$ cat src/rtl/serial_word_receiver.sv
// ---------------------------------------------------------------------------
// serial_word_receiver
//
// Receive end of the parallel-load shift-register serial link. Bits arrive on
// SIN, qualified by SIN_VALID; SYNC marks the first bit of each word. N bits
// are gathered MSB-first or LSB-first (chosen by DIR at word start) and the
// finished word is parked in a valid/ready holding register for the parallel
// consumer. Dropped words and early SYNCs raise sticky error flags.
//
// Ports
//   CLK         in   system clock, rising edge
//   RST         in   synchronous active-high reset
//   SIN         in   serial data bit
//   SIN_VALID   in   SIN/SYNC are sampled only when high
//   SYNC        in   first bit of a word
//   DIR         in   0 = MSB-first (shift left), 1 = LSB-first (shift right)
//   DATA_READY  in   consumer takes DATA_OUT when high with DATA_VALID
//   CLR_ERR     in   clears OVERRUN and FRAME_ERR
//   DATA_OUT    out  last completed word
//   DATA_VALID  out  DATA_OUT holds an unconsumed word
//   BUSY        out  a word is partially received
//   OVERRUN     out  sticky: completed word dropped, holding register full
//   FRAME_ERR   out  sticky: SYNC arrived in the middle of a word
//
// State table
//   state | meaning
//   IDLE  | waiting for a SYNC-marked bit; unframed bits are ignored
//   RECV  | 1..N-1 bits of the current word collected
// ---------------------------------------------------------------------------
module serial_word_receiver #(
    parameter int N = 8
) (
    input  logic         CLK,
    input  logic         RST,
    input  logic         SIN,
    input  logic         SIN_VALID,
    input  logic         SYNC,
    input  logic         DIR,
    input  logic         DATA_READY,
    input  logic         CLR_ERR,
    output logic [N-1:0] DATA_OUT,
    output logic         DATA_VALID,
    output logic         BUSY,
    output logic         OVERRUN,
    output logic         FRAME_ERR
);

    localparam int CW = $clog2(N) + 1;

    typedef enum logic {
        IDLE = 1'b0,
        RECV = 1'b1
    } state_t;

    state_t          state;
    logic            dir_q;
    logic [N-1:0]    sr;
    logic [CW-1:0]   count;

    logic            start;
    logic            accept;
    logic            dir_eff;
    logic [N-1:0]    sr_base;
    logic [N-1:0]    sr_next;
    logic [CW-1:0]   count_next;
    logic            complete;
    logic            load;
    logic            overrun_set;
    logic            frame_set;

    // A framed bit starts a word from either state; in RECV it also throws
    // away the partial word, so the shift starts from an empty register.
    assign start   = SIN_VALID && SYNC;
    assign accept  = SIN_VALID && (SYNC || (state == RECV));
    assign dir_eff = start ? DIR : dir_q;
    assign sr_base = start ? '0 : sr;

    always_comb begin
        sr_next = sr_base;
        if (dir_eff) begin
            sr_next = {SIN, sr_base[N-1:1]};
        end else begin
            sr_next = {sr_base[N-2:0], SIN};
        end
    end

    assign count_next = start ? CW'(1) : count + CW'(1);

    // The N-th bit is judged on the edge that samples it, using the
    // combinational next-word, so DATA_VALID rises one cycle later.
    assign complete    = accept && (count_next == CW'(N));
    assign load        = !DATA_VALID || DATA_READY;
    assign overrun_set = complete && !load;
    assign frame_set   = start && (state == RECV);

    assign BUSY = (state == RECV);

    always_ff @(posedge CLK) begin
        if (RST) begin
            state      <= IDLE;
            dir_q      <= 1'b0;
            sr         <= '0;
            count      <= '0;
            DATA_OUT   <= '0;
            DATA_VALID <= 1'b0;
            OVERRUN    <= 1'b0;
            FRAME_ERR  <= 1'b0;
        end else begin
            if (accept) begin
                if (start) begin
                    dir_q <= DIR;
                end
                if (complete) begin
                    state <= IDLE;
                    count <= '0;
                    sr    <= '0;
                end else begin
                    state <= RECV;
                    count <= count_next;
                    sr    <= sr_next;
                end
            end

            if (complete && load) begin
                DATA_OUT   <= sr_next;
                DATA_VALID <= 1'b1;
            end else if (!complete && DATA_VALID && DATA_READY) begin
                DATA_VALID <= 1'b0;
            end

            // A new error on the clearing edge still leaves the flag set.
            OVERRUN   <= overrun_set || (OVERRUN && !CLR_ERR);
            FRAME_ERR <= frame_set || (FRAME_ERR && !CLR_ERR);
        end
    end

endmodule

$ cat config.mk
export PLATFORM = sky130hd
export DESIGN_NAME = serial_word_receiver
export DESIGN_NICKNAME = d
export VERILOG_FILES = /design/src/rtl/serial_word_receiver.sv
export SDC_FILE = /design/constraint.sdc
export NUM_CORES = 1
export LEC_CHECK = 0
export CAP_MARGIN = 5
export CORE_MARGIN = 2
export CORE_UTILIZATION = 40
export DETAILED_ROUTE_END_ITERATION = 7
export SKIP_LAST_GASP = 1
export SLEW_MARGIN = 10
export SYNTH_ARGS = -nofsm -noshare
export SYNTH_HDL_FRONTEND = slang
export SYNTH_SLANG_ARGS = --single-unit
$ cat constraint.sdc
create_clock -name CLK -period 2.4 [get_ports CLK]
set_input_delay 0.6 -clock CLK [delete_from_list [all_inputs] [get_ports CLK]]
set_output_delay 0.6 -clock CLK [all_outputs]
set_load 0.005 [all_outputs]
# Word level (Yosys, flattened, before mapping)
# Index checks and enable logic that the tools add are counted.
# op_classes
add_sub_neg,1
mul,0
div_mod_pow,0
order_cmp,0
eq_ne,1
n_shift,0
n_mux,9
bitwise,0
n_reduce_logical,19
# ops
operator,n
8-bit 2-to-1 mux,3
1-bit logical AND,10
4-bit 2-to-1 mux,2
"4-bit by 1-bit adder with 4-bit output, second input constant",1
"4-bit equality test, second input constant",1
1-bit logical NOT,4
1-bit logical OR,4
1-bit 2-to-1 mux,4
2-bit nonzero test,1
# word_totals
ff_bits,25
latch_bits,0
ramBits,0
rom_bits,0
input_bits,8
out_inout_bits,12
elab_cells,38
memories,0

# Longest topological paths before layout
# Gate-level depths: netlist (run 1).
# logic_depth
depth_word,9
mapped_depth,6
depth_no_buf,5

# Worst setup path after synthesis (run 1)
# Ideal clock, no wire load.
# synth_timing
path_type,in2reg
from,in SYNC
to,reg DATA_OUT[0]
setup_time_ns,0.116
arrival_time_ns,1.748
t_required_ns,2.284
slack_ns,0.536
path_stages,5
path_cell_list,buf_2 -> nand4b_4 -> a2111oi_4 -> nand2_1 -> o211a_1
# synth_via
elab_chain_len,5
word_cells_on_any_way,10
# synth_lines
item,line_no,source
start: declaration,37,"input logic SYNC,"
1-bit logical AND,73,assign start = SIN_VALID && SYNC;
4-bit 2-to-1 mux,87,assign count_next = start ? CW'(1) : count + CW'(1);
4-bit equality test,91,assign complete = accept && (count_next == CW'(N));
1-bit logical AND,91,
1-bit logical AND,124,if (complete && load) begin
end signal: assignment,125,DATA_OUT <= sr_next;
end: declaration,41,"output logic [N-1:0] DATA_OUT,"
# Parallel ways exist; a longest one is shown, timed or not.
# A chain may end at the register's enable or synchronous reset.

# Worst setup path after layout (run 1)
# layout_timing
from,in SIN_VALID
to,reg sr[6]
# layout_via
elab_chain_len,5
word_cells_on_any_way,9
# layout_lines
item,line_no,source
start: declaration,36,"input logic SIN_VALID,"
1-bit logical AND,73,
4-bit 2-to-1 mux,87,
4-bit equality test,91,
1-bit logical AND,91,
8-bit 2-to-1 mux,113,if (complete) begin
end signal: assignment,120,sr <= sr_next;
end: declaration,57,logic [N-1:0] sr;
# Parallel ways exist; a longest one is shown, timed or not.

==> flow_summary.json, run 1 <==
{
  "timing.critical_path.cells": "clkdlybuf4s50_1 > a21boi_1 > mux2_2 > a211oi_4 > a22o_1",
  "internal-power_uw": 520.9,
  "netlist-cell-type-count": 32,
  "clock-sinks": 25,
  "path_delay_family": "compound AO/OA/AOI/OAI gates",
  "area_delta_synth_final_pct": 26.57,
  "grt_start_max_net_pins": 14,
  "ir_drop_mv": 0.3343,
  "grt_setup_unrepaired": "false",
  "gp_routability_congestion": 0.7938,
  "post-route-period-util_pct": 88.88,
  "p_leak_uw": 0.0006025,
  "critical-path-max-stage-delay_ns": 0.61,
  "clock_tree_from_tritoncts": "done",
  "critPathBufInv": 1,
  "placeableCoreArea_sq_um": 2758,
  "max_cap_violations": 0,
  "post-dp-hpwl_microns": 2203,
  "synth_top_cells_by_area": "sky130_fd_sc_hd__dfxtp_1, sky130_fd_sc_hd__a22o_1, sky130_fd_sc_hd__mux2i_1",
  "hold_path_startpoint": "OVERRUN",
  "post_layout_util_pct": 53.18,
  "hold_ws_ns": 0.4791,
  "final-instance-count-excl-fill": 179,
  "routed-via-count": 1001,
  "final_nets": 158,
  "drv_slew": 0,
  "type_of_the_setup_path_with_the_least_slack": "input pin to flop",
  "root_buffer": "sky130_fd_sc_hd__clkbuf_4",
  "mappedNetlistArea_sq_um": 1159,
  "finalSetupViolations": 0,
  "insertedDiodeCount": 0,
  "fin_setup_tns_ns": 0,
  "chipWidth_microns": 57.82,
  "fmaxAchievable_mhz": 468.8,
  "design.die.area_sq_um": 3343,
  "ys_seq_elements": 25,
  "end_kind": "flop",
  "pin_count": 20,
  "comb_power_share_pct": 10.6,
  "power.density_nw_per_um2": 475.2,
  "crit_path_start_kind": "input pin",
  "drt_iter0_drc": 26,
  "final_cell_area_sq_um": 1466,
  "edff_count_synth": 0,
  "cp_data_arrival_time_ns": 2.40,
  "synth_sequential_area_ratio_pct": 43.20,
  "cts.repair_timing.setup_buffer_count": 0,
  "synth_largest_type_area_fraction_pct": 43.20,
  "drt_drc_violations_left": 0,
  "synth_warnings": 0,
  "netlist_instances": 121,
  "groute.usage.overall_pct": 18.58,
  "die_h_microns": 57.82,
  "hp_class": "flop to flop",
  "clock_tree.htree_level_count": 1,
  "seq_power_share_pct": 61.9,
  "power.switching_fraction_pct": 25.25,
  "synth_largest_area_cell": "sky130_fd_sc_hd__dfxtp_1",
  "placed_area_sq_um": 1440,
  "post_cts_resize_count": 0,
  "final_layout_size_suffix_gt1_share_pct": 13.51,
  "yosysMostFrequentCell": "sky130_fd_sc_hd__dfxtp_1",
  "critical_path_top_delay_cell": "sky130_fd_sc_hd__clkdlybuf4s50_1",
  "synth.top_cells.by_count": "sky130_fd_sc_hd__dfxtp_1, sky130_fd_sc_hd__nor2_1, sky130_fd_sc_hd__a21oi_1",
  "worstSetupStartpoint": "SIN_VALID",
  "finalClockSkew_ns": 0.005612,
  "clock_power_share_pct": 27.5,
  "regToRegStartpoint": "count[0]",
  "syn_area_per_cell_sq_um": 9.575,
  "antenna_left": 0,
  "synth-main-ff-cell": "sky130_fd_sc_hd__dfxtp_1",
  "number_of_global_route_vias_before_repair": 971,
  "cp_max_fo": 10,
  "rows": 19,
  "clkTransAtPathRegs_ns": 0.14,
  "wl_per_cell_microns": 16.07,
  "tritoncts.num_buffers": 3,
  "initial_utilization_pct": 42.01,
  "relSlewSlack_pct": 49.60,
  "buffer_ports.inserted": 19,
  "final_period_minus_worst_setup_slack_ns": 2.133,
  "dp_cells": 175,
  "synth_async_sr_flop_share_pct": 0,
  "timing_worst_slew_pin_value_ns": 0.7532,
  "required_time_at_the_worst_slack_endpoint_ns": 2.66,
  "power.net_switching_uw": 175.9,
  "synth_nets": 130,
  "ctsHoldBuffers": 0,
  "grt_pass1_wl_microns": 4705,
  "outcome": "completed",
  "grt_ovf": 0,
  "wirelength_microns": 2877,
  "detail_route.vias_per_cell": 5.592,
  "clock_latency_ns": 0.32,
  "clock_tree.buffer_depth": 2,
  "antenna_found_initial": 0,
  "hold_viol_final": 0,
  "first_pass_detailed_route_iteration_total": 4
}
[per-stage QoR]
step	power [uW]	setup slack, ns
floorplan	479.1	0.5359
global placement	511.4	0.05544
detailed placement	514.0	-0.05616
CTS	700.2	0.2706
global route	728.6	0.1475
finish	696.8	0.2669
[layout by cell type (no fill, tap or decap), types with 2 or more instances in the layout]
master                            Yosys  layout
sky130_fd_sc_hd__a22o_1              10      10
sky130_fd_sc_hd__clkbuf_4             0       3
sky130_fd_sc_hd__mux2i_1              7       7
sky130_fd_sc_hd__nor2_1              14      14
sky130_fd_sc_hd__o211a_1              3       3
sky130_fd_sc_hd__a21o_1               3       3
sky130_fd_sc_hd__nand3_1              7       7
sky130_fd_sc_hd__inv_1                3       3
sky130_fd_sc_hd__dfxtp_1             25      25
sky130_fd_sc_hd__buf_4                0      11
sky130_fd_sc_hd__a21oi_1             13      13
sky130_fd_sc_hd__o21ai_0              9       9
sky130_fd_sc_hd__nor2b_1              2       2
sky130_fd_sc_hd__clkdlybuf4s50_1      0      19
[power groups by stage]
| stage | clock, uW | combinational [uW] | sequential [uW] |
|---|---|---|---|
| CTS | 195 | 73.8 | 431 |
| floorplan | 0 | 45.1 | 434 |
| global route | 215 | 80.9 | 433 |
| detailed placement | 0 | 73.5 | 441 |
| global placement | 0 | 71.0 | 440 |
| finish | 192 | 73.7 | 431 |
[registers in the layout (all words and copies together) (netlist names)]
register,cells
DATA_VALID,1
sr,8
FRAME_ERR,1
BUSY,1
DATA_OUT,8
OVERRUN,1
count,4
dir_q,1
[final timing paths]
path / slack (ns) / depth (start not counted) / end
worst max-delay path: 0.27 / 5 / sr[6]
worst min-delay path: 0.48 / 2 / OVERRUN
worst max register to register: 0.29 / 5 / sr[6]
worst min register to register: 0.48 / 2 / OVERRUN
[kinds of logic (layout without fill, tap and decap cells)]
kind of cell / count (synthesis) / in the layout / synth area share (%)
multiplexers: 8 / 8 / 7.020
flip-flops: 25 / 25 / 43.20
XOR/XNOR: 1 / 1 / 0.7561
buffers and inverters: 10 / 37 / 3.563
AO/OA/AOI/OAI: 45 / 45 / 29.81
adder cells (fa/ha/maj): 1 / 1 / 1.080
AND/OR/NAND/NOR: 31 / 31 / 14.58
[tightest hold or removal path, cell delays in order (launching register included)]
cell and delay [ns]:
sky130_fd_sc_hd__dfxtp_1 0.34, sky130_fd_sc_hd__nand2b_1 0.06, sky130_fd_sc_hd__a21oi_1 0.05
[cell type report]
class / count / area, sq um
repair buffers: 30 / 272.8
flip-flops and latches: 25 / 500.5
fillers: 271 / 1291
multi-input cells: 86 / 616.8
well taps: 31 / 38.79
inverters: 3 / 11.26
clock buffers: 4 / 26.28
[layer usage]
| layer | wire, microns | global-route usage [%] |
|---|---|---|
| met1 | 1320 | 25.83 |
| met5 | 0 | 0 |
| met4 | 59 | 6.977 |
| met3 | 94 | 2.679 |
| met2 | 1402 | 29.22 |
No activity file was read; power rests on OpenSTA's default activity.
==> run 2: changes to the inputs <==
Settings changed: CORE_MARGIN 2 to not set.
==> run 2 against run 1 <==
Critical endpoint is now BUSY. Worst hold slack better by 0.0038 ns. Design area decreased by 0.94%. Total power is essentially flat. Core utilization is 0.50 points lower. Routed wire length decreased by 13%. Global-route usage is 1.3 points lower. Largest cell class unchanged.
==> flow_summary.json, run 2 (synthesis results as in run 1) <==
{
  "tritoncts.num_buffers": 3,
  "required_time_at_the_worst_slack_endpoint_ns": 1.80,
  "routed-via-count": 991,
  "grt_ovf": 0,
  "number_of_global_route_vias_before_repair": 933,
  "largest_registers": "DATA_OUT: 8 flops, sr: 8 flops, count: 4 flops",
  "grt_start_max_net_pins": 15,
  "area_delta_synth_final_pct": 25.38,
  "clock_tree.buffer_depth": 2,
  "drv_slew": 0,
  "antenna_left": 0,
  "relSlewSlack_pct": 54.22,
  "wl_per_cell_microns": 14.15,
  "critical-path-max-stage-delay_ns": 0.57,
  "final_layout_size_suffix_gt1_share_pct": 13.01,
  "design.die.area_sq_um": 3116,
  "timing.critical_path.cells": "clkdlybuf4s50_1",
  "grt_setup_unrepaired": "false",
  "chipWidth_microns": 55.82,
  "root_buffer": "sky130_fd_sc_hd__clkbuf_4",
  "timing_worst_slew_pin_value_ns": 0.6842,
  "pin_count": 20,
  "buffer_ports.inserted": 19,
  "gp_routability_congestion": 0.7570,
  "final_period_minus_worst_setup_slack_ns": 2.062,
  "type_of_the_setup_path_with_the_least_slack": "flop to output pin",
  "mostFrequentLayoutCell": "sky130_fd_sc_hd__dfxtp_1",
  "final_cell_area_sq_um": 1453,
  "fin_setup_tns_ns": 0,
  "die_h_microns": 55.82,
  "critPathBufInv": 1,
  "groute.usage.overall_pct": 17.31,
  "drt_drc_violations_left": 0,
  "first_pass_detailed_route_iteration_total": 4,
  "end_kind": "output pin",
  "hold_viol_final": 0,
  "clock_latency_ns": 0.32,
  "final-instance-count-excl-fill": 177,
  "critical_path_top_delay_cell": "sky130_fd_sc_hd__dfxtp_1",
  "insertedDiodeCount": 0,
  "clock-sinks": 25,
  "drt_iter0_drc": 15,
  "crit_path_start_kind": "flop",
  "placeableCoreArea_sq_um": 2758,
  "outcome": "completed",
  "ir_drop_mv": 0.3006,
  "cp_data_arrival_time_ns": 1.46,
  "layout_common_cells": "sky130_fd_sc_hd__dfxtp_1, sky130_fd_sc_hd__clkdlybuf4s50_1, sky130_fd_sc_hd__nor2_1, sky130_fd_sc_hd__a21oi_1, sky130_fd_sc_hd__a22o_1",
  "rows": 19,
  "grt_pass1_wl_microns": 4291,
  "initial_utilization_pct": 42.01,
  "final_nets": 156,
  "ctsHoldBuffers": 0,
  "clock_tree_from_tritoncts": "done",
  "clkTransAtPathRegs_ns": 0.14,
  "post-dp-hpwl_microns": 1876,
  "n_fill_cell": 271,
  "max_cap_violations": 0,
  "cp_max_fo": 9,
  "path_delay_family": "flip-flops",
  "placed_area_sq_um": 1425,
  "post-route-period-util_pct": 85.91,
  "clock_tree.htree_level_count": 1,
  "fmaxAchievable_mhz": 485.0,
  "hp_class": "flop to flop",
  "finalSetupViolations": 0,
  "post_cts_resize_count": 0,
  "dp_cells": 173,
  "finalClockSkew_ns": 0.003262,
  "detail_route.vias_per_cell": 5.599,
  "p_leak_uw": 0.0005956,
  "wirelength_microns": 2505,
  "antenna_found_initial": 0,
  "cts.repair_timing.setup_buffer_count": 0,
  "power.density_nw_per_um2": 479.9
}
## run 2: metrics by stage
step | hold slack, ns | worst slack, ns | power [uW] | util, %
after global placement | 0.4568 | 0.07658 | 510.6 | 51.68
after detailed placement | 0.4651 | 0.03884 | 511.0 | 51.68
final | 0.4829 | 0.3382 | 697.1 | 52.68
after CTS | 0.4852 | 0.3281 | 701.0 | 52.68
after floorplan | 0.4417 | 0.5359 | 479.1 | -
after global routing | 0.4942 | 0.1953 | 726.3 | 52.68
## run 2: final cells by class
cell class / instances / area, sq um / share of cell area, %
Inverter: 3 / 11.26 / 0.7752
Clock buffer: 3 / 22.52 / 1.550
Timing Repair Buffer: 28 / 257.7 / 17.74
Clock inverter: 1 / 5.005 / 0.3445
Sequential cell: 25 / 500.5 / 34.45
Multi-Input combinational cell: 86 / 616.8 / 42.46
Tap cell: 31 / 38.79 / 2.670
## run 2: path summary, 6_finish.rpt
check,start,to,slack [ns],cells after the start
worst min-delay path,OVERRUN,OVERRUN,0.48,2
worst max register to register,count[0],sr[0],0.37,5
worst min register to register,OVERRUN,OVERRUN,0.48,2
worst max-delay path,BUSY,BUSY,0.34,1
## run 2: routing by layer
metal / GRT usage (%) / vias up / routed length, microns
met4: 6.620 / 0 / 16
met2: 26.33 / 19 / 1216
li1: - / 499 / -
met3: 3.023 / 2 / 79
met5: 0 / - / 0
met1: 24.56 / 471 / 1192
## run 2: report_power, final
part	switching (uW)	internal, uW
Clock	132	62.4
Sequential	10.3	421
Combinational	36.6	34.3
Total	179	518
## run 2: tightest hold or removal path, delay by kind of cell (launching register included)
family	cells	cell delay (ns)
flip-flops	1	0.34
AND/OR/NAND/NOR	1	0.07
AO/OA/AOI/OAI	1	0.05
